`src/rtl/seg7_scan_driver.sv`:
```
// rtl/seg7_scan_driver.sv - 4-digit multiplexed seven-segment driver with frame-synchronous double buffering
// Optional ghost blanking after each digit change: define SEG_BLANK_EN.
module seg7_scan_driver #(
  parameter int CYCLES_PER_SECOND = 100_000_000,
  parameter int SCAN_HZ           = 1000,
  parameter int BLANK_CYCLES      = 16
) (
  input  logic        clk,
  input  logic        rst,
  input  logic [15:0] digits,
  input  logic [3:0]  digit_en,
  input  logic        load,
  output logic [3:0]  an,
  output logic [6:0]  seven_segment,
  output logic        frame_start
);

  localparam int DIV = CYCLES_PER_SECOND / SCAN_HZ;
  localparam int PW  = (DIV > 2) ? $clog2(DIV) : 1;

  generate
    if (DIV < 2) begin : g_div_check
      $error("seg7_scan_driver: CYCLES_PER_SECOND/SCAN_HZ must be at least 2");
    end
  endgenerate

  function automatic logic [6:0] hexdec(input logic [3:0] v);
    logic [6:0] s;
    case (v)
      4'h0: s = 7'h40;
      4'h1: s = 7'h79;
      4'h2: s = 7'h24;
      4'h3: s = 7'h30;
      4'h4: s = 7'h19;
      4'h5: s = 7'h12;
      4'h6: s = 7'h02;
      4'h7: s = 7'h78;
      4'h8: s = 7'h00;
      4'h9: s = 7'h10;
      4'hA: s = 7'h08;
      4'hB: s = 7'h03;
      4'hC: s = 7'h46;
      4'hD: s = 7'h21;
      4'hE: s = 7'h06;
      default: s = 7'h0E;
    endcase
    return s;
  endfunction

  logic [PW-1:0] prescaler;
  logic [1:0]    idx;
  logic [1:0]    idx_nxt;
  logic [19:0]   shadow;    // {digits, digit_en}
  logic [19:0]   active;
  logic [19:0]   active_nxt;
  logic          tick;
  logic          boundary;
  logic          en_bit;
  logic [3:0]    nib;
  logic [3:0]    an_nxt;
  logic [6:0]    seg_nxt;
  logic          blank_now;

  assign tick     = (prescaler == PW'(DIV - 1));
  assign boundary = tick && (idx == 2'd3);
  assign idx_nxt  = tick ? idx + 2'd1 : idx;

  // A load coincident with the boundary bypasses the shadow so it is not lost for a frame.
  assign active_nxt = boundary ? (load ? {digits, digit_en} : shadow) : active;

  always_comb begin
    en_bit = active_nxt[idx_nxt];
    case (idx_nxt)
      2'd0:    nib = active_nxt[7:4];
      2'd1:    nib = active_nxt[11:8];
      2'd2:    nib = active_nxt[15:12];
      default: nib = active_nxt[19:16];
    endcase
    an_nxt          = 4'b1111;
    an_nxt[idx_nxt] = ~en_bit;
    seg_nxt         = en_bit ? hexdec(nib) : 7'h7F;
  end

`ifdef SEG_BLANK_EN
  localparam int BLANK_LOAD = (BLANK_CYCLES > 0) ? BLANK_CYCLES - 1 : 0;

  generate
    if (BLANK_CYCLES >= DIV) begin : g_blank_check
      $error("seg7_scan_driver: BLANK_CYCLES must be less than the scan divider");
    end
  endgenerate

  logic [PW-1:0] blank_cnt;

  always_ff @(posedge clk or posedge rst) begin
    if (rst) begin
      blank_cnt <= '0;
    end else if (tick) begin
      blank_cnt <= PW'(BLANK_LOAD);
    end else if (blank_cnt != '0) begin
      blank_cnt <= blank_cnt - 1'b1;
    end
  end

  assign blank_now = (tick && (BLANK_CYCLES > 0)) || (blank_cnt != '0);
`else
  assign blank_now = 1'b0;
`endif

  always_ff @(posedge clk or posedge rst) begin
    if (rst) begin
      prescaler <= '0;
      idx       <= 2'd0;
      shadow    <= '0;
      active    <= '0;
    end else begin
      prescaler <= tick ? '0 : prescaler + 1'b1;
      idx       <= idx_nxt;
      active    <= active_nxt;
      if (load) begin
        shadow <= {digits, digit_en};
      end
    end
  end

  // Outputs track the post-tick idx/active, so they change on the same edge as idx.
  always_ff @(posedge clk or posedge rst) begin
    if (rst) begin
      an            <= 4'b1111;
      seven_segment <= 7'h7F;
      frame_start   <= 1'b0;
    end else begin
      frame_start <= boundary;
      if (blank_now) begin
        an            <= 4'b1111;
        seven_segment <= 7'h7F;
      end else begin
        an            <= an_nxt;
        seven_segment <= seg_nxt;
      end
    end
  end

endmodule

```
`config.mk`:
```
export PLATFORM = sky130hd
export DESIGN_NAME = seg7_scan_driver
export DESIGN_NICKNAME = d
export VERILOG_FILES = /design/src/rtl/seg7_scan_driver.sv
export SDC_FILE = /design/constraint.sdc
export NUM_CORES = 1
export LEC_CHECK = 0
export BUFFER_PORTS_ARGS = -buffer_cell sky130_fd_sc_hd__buf_2
export CELL_PAD_IN_SITES_DETAIL_PLACEMENT = 1
export CELL_PAD_IN_SITES_GLOBAL_PLACEMENT = 1
export CORE_MARGIN = 3
export CORE_UTILIZATION = 47
export DETAILED_ROUTE_END_ITERATION = 7
export GPL_TIMING_DRIVEN = 0
export PLACE_DENSITY = 0.82
export SLEW_MARGIN = 20
export SYNTH_ARGS = -nofsm -noshare
export SYNTH_HDL_FRONTEND = slang
export SYNTH_SLANG_ARGS = --single-unit
```
`constraint.sdc`:
```
create_clock -name clk -period 3.9 [get_ports clk]
set_input_delay 0.39 -clock clk [delete_from_list [all_inputs] [get_ports clk]]
set_output_delay 0.39 -clock clk [all_outputs]
set_load 0.03 [all_outputs]
```
### Yosys cells after proc, flatten, opt, wreduce, memory -nomap -nowiden

Memory sizes are Yosys's and may differ from the RTL's.
Index checks and enable logic that the tools add are counted.

* input bits: 23
* output and inout port bits: 12
* bits in read-only memories: 112
* word-level logic and storage cells: 33
* register bits: 71
* memories: 1

* order comparisons: 3
* bitwise gates (word level): 3
* muxes and demuxes: 10
* equal/unequal tests: 4
* add/subtract/negate cells: 2
* reductions and logical operators: 3

Memories
* (name not given): words 16, width 7, read ports 1, clocked after memory_dff 0, write ports 0, line 29 `case (v)`

Operators by type and width (count)
* $mux 20: 2
* $add 17x1->17 const B: 1
* $eq 17x17->1 const B: 1
* $mux 17: 1
* $pmux 4 s3: 1
* $mux 7: 1
* $lt 2x6->1 const B: 1
* $eq 2x2->1 const B: 2
* $not 4->4: 1
* $or 4x4->4: 1
* $lt 2x3->1 const B: 1
* $add 2x1->2 const B: 1
* $bmux 1 s2: 1
* $demux 1 s2: 1
* $eq 2x1->1 const B: 1
* $ge 2x1->1 const B: 1
* $logic_and 1x1->1: 2
* $logic_not 2->1: 1
* $mux 1: 2
* $mux 2: 1
* $not 1->1: 1

### Depth between registers and ports, before layout

Gate-level depths: netlist (run 1).

* word-level depth: 8
* gate-level depth with buffers: 15
* gate-level depth less buffers: 13

### Worst setup path after synthesis (run 1)

OpenSTA, ideal clock, no wires.

* kind: register to register
* from: register prescaler[11]
* to: register seven_segment[5]
* path slack: 0.678 ns
* arrival: 3.138 ns
* stages on the path, launching flop included: 11
* clock period less this slack: 3.222 ns
* required time: 3.817 ns
* path buffers: 1
* cell sequence: dfrtp_1 -> or4b_4 -> nor4_4 -> nand2_1 -> clkbuf_1 -> mux2_2 -> mux2i_1 -> mux2i_1 -> inv_1 -> ha_1 -> a221o_1

* cells in the longest elaborated chain, start to end: 6

RTL lines
* from (decl): line 50 `logic [PW-1:0] prescaler;`
* from (signal assigned): line 117 `prescaler <= tick ? '0 : prescaler + 1'b1;`
* $eq 17x17->1: line 64 `assign tick = (prescaler == PW'(DIV - 1));`
* $logic_and 1x1->1: line 65 `assign boundary = tick && (idx == 2'd3);`
* $mux 20: line 69 `assign active_nxt = boundary ? (load ? {digits, digit_en} : shadow) : active;`
* net active_nxt[13]: line 55 `logic [19:0] active_nxt;`
* $pmux 4 s3: line 73 `case (idx_nxt)`
* $mem_v2 16x7
* $mux 7: line 81 `seg_nxt = en_bit ? hexdec(nib) : 7'h7F;`
* net seg_nxt[5]: line 61 `logic [6:0] seg_nxt;`
* to (signal assigned): line 139 `seven_segment <= seg_nxt;`
* to (decl): line 14 `output logic [6:0] seven_segment,`

The timed path passes the listed nets, and every way through them passes these cells. The select of a mux whose other input is x is not followed.

### Worst setup path in the final report (run 1)

* from: register prescaler[8]
* to: register seven_segment[3]

The elaborated chain is that of the path after synthesis.

==> metrics, run 1 <==
Antenna diodes=0; htree depth=3; DIE WIDTH=89.7 um; Post-synth EDFFs=0; max_cap viols=0; Sw Share=25.0%; DRT iter0 DRCs=92; TritonCTS clock tree=done; Primary FF master, synth=dfrtp_1; fraction of layout instances using a drive strength above 1=39.6%; Rows=29; VDD IR max=206 uV; Nets=339; Mean Syn Cell Area=12.6 um^2; outcome=complete, no violations; first-pass GRT wire length=11600 um; worst skew pair latency=350 ps; Synthesis Warnings=0; CP arrival=3910 ps; Seq/Total Area, Yosys=54.3%; Setup crit start kind=flop; switching pwr=375 uW; Max-slew headroom=29.0%; combinational share of power=8.1%; Syn Inst Count=262; routed wire length=6770 um; Post-route DRC=0; Worst-path clk slew=80 ps; Leakage=1.73 nW; Vias=2140; die height=89.7 um; Req. time, crit path=4160 ps; flops & latches, synth=71; most used cell along the critical path=mux2i_1; initial antenna violation count=0; largest net degree at the start of global routing=47; I/O pin cnt=35; worst hold path class=in2async; gr usage total=17.9%; DP Cell Count=390; Int Power=1.13 mW; critical path's slowest cell=or4b_4; Final setup viols=0; Clock power frac=39.8%; Reg power frac=52.0%; I/O Buffers=34; Post-DRT Antenna Nets=0; distinct cell type count after synthesis=42; fin cells=406; core area=6570 um^2; number of global-route vias before repair=2389; Final Cell Area=3820 um^2; syn nets=293; clock tree buffer depth=2; 1st-pass router iterations=4; CP peak stage delay=590 ps; mapped cell area=3300 um^2; Die Area=8050 um^2; Starting Density=50.2%; min Tclk post-route=3650 ps; Avg Vias per Cell=5.27; final hold violation count=0; fmax=274 MHz; Core Util, Final=58.2%; critical path cell sequence=or4b_4 > nor4_4 > nand2_2 > clkbuf_2 > mux2_2 > mux2i_1 > mux2i_2 > inv_1 > ha_1 > inv_1 > mux2i_1 > mux2i_1 > nand2_1; CP endpoint kind=flop; root buf cell=clkbuf_8; crit-path max FO=10; Final Max Tran Viols=0; HPWL Detailed=4920 um; final period utilization=93.5%; Setup Skew=14.7 ps; Post-CTS Setup Inserts=0; RSZ-0062 raised after global routing=false; DP Area=3610 um^2; Remaining Overflow, GRT=0; Reg2Reg Launch Point=prescaler[8]; critical path class=reg2reg; CP Launch Point=prescaler[8]; PwrDens=393 nW/um^2; Area Overhead vs Synth=15.9%; CTS Sinks=71; CTS buffer count=9; RePlAce Congestion=0.765; ys async rst share=100%; R2R cell count=13; routed len/inst=16.7 um; worst-margin pin slew=1060 ps
-- flip-flops by register name (all words and copies together) (netlist names) --
register and flops:
an 4, active 20, frame_start 1, seven_segment 7, prescaler 17, shadow 20, idx 2
-- final cells by class --
type                       instances  area, um^2
clock buffer                       9         124
inverter                          11        43.8
sequential                        71        1790
clock inverter                     7        77.6
timing repair buffer              35         198
buffer                            10        62.6
multi-input combinational        170        1410
fill                             692        2750
tap                               93         116
-- metal layers --
metal / vias up / wire length (um) / part of all wire (%) / GRT usage, %
li1: 1013 / - / - / -
met1: 1081 / 2910 / 43 / 21.4
met2: 30 / 3530 / 52 / 31.9
met3: 16 / 204 / 3.0 / 3.51
met4: 0 / 132 / 1.9 / 7.02
met5: - / 0 / 0 / 0
-- power groups by stage --
stage | logic [mW] | registers, mW | clock network (mW)
6_report | 0.122 | 0.782 | 0.599
5_1_grt | 0.136 | 0.786 | 0.650
4_1_cts | 0.126 | 0.783 | 0.612
3_5_place_dp | 0.124 | 0.797 | 0
3_3_place_gp | 0.114 | 0.794 | 0
2_1_floorplan | 0.0741 | 0.803 | 0
-- layout by cell type (no fill, tap or decap), drive strengths merged, types with 8 or more instances in the layout --
cell type,instances
xnor2,9
ha,8
mux2,37
buf,40
nand3,15
dfstp,11
nor2,15
clkbuf,14
dfrtp,60
nand2,21
inv,14
mux2i,12
-- cell families (layout without fill, tap and decap cells) --
kind of cell,Yosys count,count (layout),synth area share [%]
and+or+nand+nor,76,76,12.9
DFF,71,71,54.3
muxes,50,50,17.4
buffers and inverters,21,72,3.11
AOI/OAI and AO/OA,20,20,5.05
xor gates and xnor gates,16,16,4.25
adders and majority gates,8,8,3.04
-- metrics by stage --
stage | setup slack (ps) | hold slack, ps | setup TNS (ps) | power [mW]
detailed placement | -66.1 | 401 | -123 | 0.921
floorplan | 678 | 448 | 0 | 0.877
global placement | 48.2 | 473 | 0 | 0.908
CTS | 16.1 | 15.9 | 0 | 1.52
global route | 32.3 | 25.9 | 0 | 1.57
finish | 255 | 18.1 | 0 | 1.50
-- critical path, delay by kind of cell (launching register included) --
kind | cells | cell delay [ps]
buffers and inverters | 3 | 560
and+or+nand+nor | 4 | 1300
adders and majority gates | 1 | 280
DFF | 1 | 420
muxes | 5 | 990
-- synthesized netlist by cell type (2+ instances only) --
library cell   n  area share, %
a221o_1        3           0.91
buf_6          3            1.0
ha_1           8            3.0
nand4bb_1      2           0.68
xor2_1         7            1.9
dfstp_2       11            8.8
dfrtp_1       60             46
nand4_1        3           0.57
and3_1         6            1.1
o21ai_0        5           0.76
nor2_1        15            1.7
clkbuf_1       5           0.57
a211oi_1       3           0.68
mux2_2        37             13
inv_2          2           0.23
xnor2_1        9            2.4
nand2_1       20            2.3
a211oi_2       3            1.1
nor2b_1        3           0.57
nor3_1         2           0.30
or4_4          2           0.68
inv_1          9            1.0
nand3_1       15            2.3
mux2i_1       11            3.3
-- path summary, 6_finish.rpt --
check / to / slack [ps]
max in group asynchronous: an[3] / 3290
setup / recovery: seven_segment[3] / 250
min in group clk: shadow[17] / 280
hold / removal: shadow[15] / 20
setup reg to reg: seven_segment[3] / 250
hold reg to reg: prescaler[0] / 490
-- timing repair --
item,CTS,global route
gates resized for setup,1,3
setup endpoints to repair,5,7
cloned,0,0
hold buffers,0,0
Note: power is estimated with default switching activity, not from simulation.
==> inputs of run 2 (changes only) <==
Settings changed: ABC_AREA set to 1, CORE_UTILIZATION 47 to 44, PLACE_DENSITY 0.82 to 0.83.
==> run 2 against run 1 <==
Non-clock buffer count fell by 4. Register-to-register slack improved by 750 ps. Cell area rose by 11%. Clock skew fell by 5.7 ps. Clock power rose by 20%. Wire length rose by 33%. Sequential power fell by 2.8%. First-iteration DRC count fell by 43%. Setup slack improved by 750 ps. Global-route usage rose by 2.0 points.
==> metrics, run 2 <==
flops & latches, synth=71 (unchanged); combinational share of power=4.3% (-3.8 points); most used cell along the critical path=nand3_1; Leakage=2.27 nW (+31%); stages on the worst setup path=15 (+2); Syn Inst Count=454 (+73%); Die Area=9490 um^2 (+18%); Max-slew headroom=68.9% (+40 points); Area Overhead vs Synth=15.6%; CP endpoint kind=flop; Post-CTS Setup Inserts=0 (unchanged); Setup Skew=9.01 ps (-5.67 ps); most common cell after layout, fill and taps aside=nand2_1; fin cells=607 (+50%); post-synth top area cell=dfrtp_1; final hold violation count=0 (unchanged); DP Worst Slack=1020 ps (+1090 ps); Sw Share=22.0% (-3.0 points); Worst path top cell family by delay=simple AND/OR/NAND/NOR gates; final period utilization=74.2% (-19 points); 1st-pass router iterations=4 (unchanged); routed len/inst=14.8 um (-11%); fmax=346 MHz (+26%); Mean Syn Cell Area=8.10 um^2 (-36%); final worst setup slack=1010 ps (+754 ps); top cells by area, synth=dfrtp_1, nand2_1, dfstp_2, inv_1, nor2_1; critical path cell sequence=ha_1 > nand3_1 > inv_2 > nand3_2 > nand2_1 > nand2_2 > nor2_1 > nand2_1 > nand3_1 > nor2_2 > ha_1 > inv_1 > nand4_1 > nand3_1 > nand3_1; Antenna diodes=0 (unchanged); Final Cell Area=4250 um^2 (+11%); R2R cell count=15 (+2); Req. time, crit path=4170 ps (about the same); CTS buffer count=9 (unchanged); initial antenna violation count=0 (unchanged); Primary FF master, synth=dfrtp_1; Regs by FF count=active x20, shadow x20, prescaler x17; root buf cell=clkbuf_8; cell with the most instances after synthesis=nand2_1; Hold-fix buffers, CTS=0 (unchanged); Int Power=1.21 mW (+6.9%); die height=97.4 um (+8.6%); Nets=531 (+57%); worst-margin pin slew=462 ps (-595 ps); Avg Vias per Cell=4.96 (-5.9%); Post-DRT Antenna Nets=0 (unchanged); crit-path max FO=8 (-2); Synthesis Warnings=0 (unchanged); distinct cell type count after synthesis=34 (-19%); critical path's slowest cell=nor2_1; ys async rst share=100% (unchanged); I/O Buffers=34 (unchanged); TritonCTS clock tree=done; buffers and inverters on the worst path=2 (-1); Worst-path clk slew=80 ps (about the same); PwrDens=364 nW/um^2 (-7.6%); hold_ws=0.939 ps (-17.2 ps); core area=7930 um^2 (+21%); first-pass GRT wire length=15300 um (+33%); Remaining Overflow, GRT=0 (unchanged); Seq/Total Area, Yosys=48.7% (-5.6 points); DP Area=4010 um^2 (+11%); CP Launch Point=prescaler[0]; clock tree buffer depth=2 (unchanged); VDD IR max=157 uV (-24%); critical path class=reg2reg; Clock power frac=46.5% (+6.7 points); HPWL Detailed=6580 um (+34%); CP peak stage delay=390 ps (-200 ps); RSZ-0062 raised after global routing=false; CP arrival=3160 ps (-750 ps); DP Cell Count=591 (+52%); Post-synth EDFFs=0 (unchanged); outcome=complete, no violations; Rows=32 (+10%); Setup crit start kind=flop; number of global-route vias before repair=3302 (+38%); routed wire length=8980 um (+33%); Post-route DRC=0 (unchanged); Reg power frac=49.2% (-2.8 points); DRT iter0 DRCs=52 (-43%); post-cts resize count=0 (-1); fraction of layout instances using a drive strength above 1=23.8% (-16 points); worst skew pair latency=350 ps (about the same); syn nets=485 (+66%); worst hold path class=in2async; max_cap viols=0 (unchanged); switching pwr=339 uW (-9.6%); setup slack, reg-to-reg=1010 ps (+750 ps); htree depth=3 (unchanged); end of the critical path=seven_segment[3]; Final setup viols=0 (unchanged); largest net degree at the start of global routing=51 (+8.5%); mapped cell area=3680 um^2 (+12%); reg2reg end=seven_segment[3]; Yosys top cell area share=40.8% (-4.7 points); min Tclk post-route=2890 ps (-754 ps); Final Max Tran Viols=0 (unchanged); setup total negative slack=0 ps (unchanged); Vias=3010 (+41%); RePlAce Congestion=0.792 (+3.6%); Commonest cells post-synth=nand2_1, inv_1, dfrtp_1, nor2_1, nand3_1; commonest non-fill, non-tap cells in the layout=nand2_1, inv_1, dfrtp_1, nor2_1, buf_2; Reg2Reg Launch Point=prescaler[0]; CTS Sinks=71 (unchanged); # fillers=1007 (+46%); DIE WIDTH=97.4 um (+8.6%); gr usage total=19.9% (+2.0 points); I/O pin cnt=35 (unchanged); Starting Density=46.4% (-3.8 points)
==> run 2: cell types whose count changed after synthesis, sizes merged, moves of 5 or more <==
cell    previous run  this run
mux2i             12         5
nand2             21       128
nor2              15        57
mux2              37         0
nand3             15        28
inv               11        84
o21ai              7        21
or2                1        12
and3               6         0
a21oi              1         7
nand4              3        12
xnor2              9         0
a211oi             6         1
==> run 2: layout make-up <==
cell class / count / area, um^2 / area share (%)
plain buffers: 6 / 41.3 / 0.971
clock buffers: 9 / 124 / 2.91
clock inverters: 7 / 121 / 2.86
inverters: 84 / 318 / 7.48
multi-input cells: 293 / 1530 / 36.0
flip-flops and latches: 71 / 1790 / 42.1
well taps: 102 / 128 / 3.00
repair buffers: 35 / 198 / 4.65
==> run 2: worst register-to-register path: cells and delay by family (launching register included) <==
kind | cells | cell delay [ps]
buf+inv | 2 | 310
fa+ha+maj | 2 | 450
flops | 1 | 380
simple gates | 11 | 1660
==> run 2: through the flow <==
step,total power [mW],utilization [%]
2_1_floorplan,0.810,-
3_3_place_gp,0.832,50.1
3_5_place_dp,0.841,50.5
4_1_cts,1.56,53.6
5_1_grt,1.61,53.6
6_report,1.55,53.6
==> run 2: cells by family after synthesis <==
kind of cell | after synthesis | synth area share (%)
and+or+nand+nor | 245 | 32.2
buffers and inverters | 90 | 9.70
muxes | 5 | 1.36
adders and majority gates | 8 | 2.72
DFF | 71 | 48.7
AOI/OAI and AO/OA | 32 | 4.63
xor gates and xnor gates | 3 | 0.715
==> run 2: how the worst min path moves through the flow <==
| stage | from | endpoint | slack [ps] | cells after the start |
|---|---|---|---|---|
| floorplan | prescaler[0] | prescaler[0] | 430 | 1 |
| global placement | prescaler[0] | prescaler[0] | 440 | 1 |
| detailed placement | rst | active[4] | 380 | 2 |
| CTS | rst | active[4] | 4 | 2 |
| global route | rst | active[4] | 10 | 2 |
| finish | rst | active[4] | 0.9 | 2 |
==> run 2: per-layer routing <==
layer / track usage (%) / wire length, um
met4: 5.64 / 130
met2: 35.8 / 4650
met1: 24.2 / 3920
met3: 3.95 / 274
met5: 0 / 0
==> run 2: power by group through the flow <==
stage	logic [mW]	registers, mW	clock network [mW]
2_1_floorplan	0.0384	0.772	0
3_3_place_gp	0.0594	0.772	0
3_5_place_dp	0.0668	0.774	0
4_1_cts	0.0681	0.760	0.732
5_1_grt	0.0772	0.762	0.771
6_report	0.0659	0.760	0.719
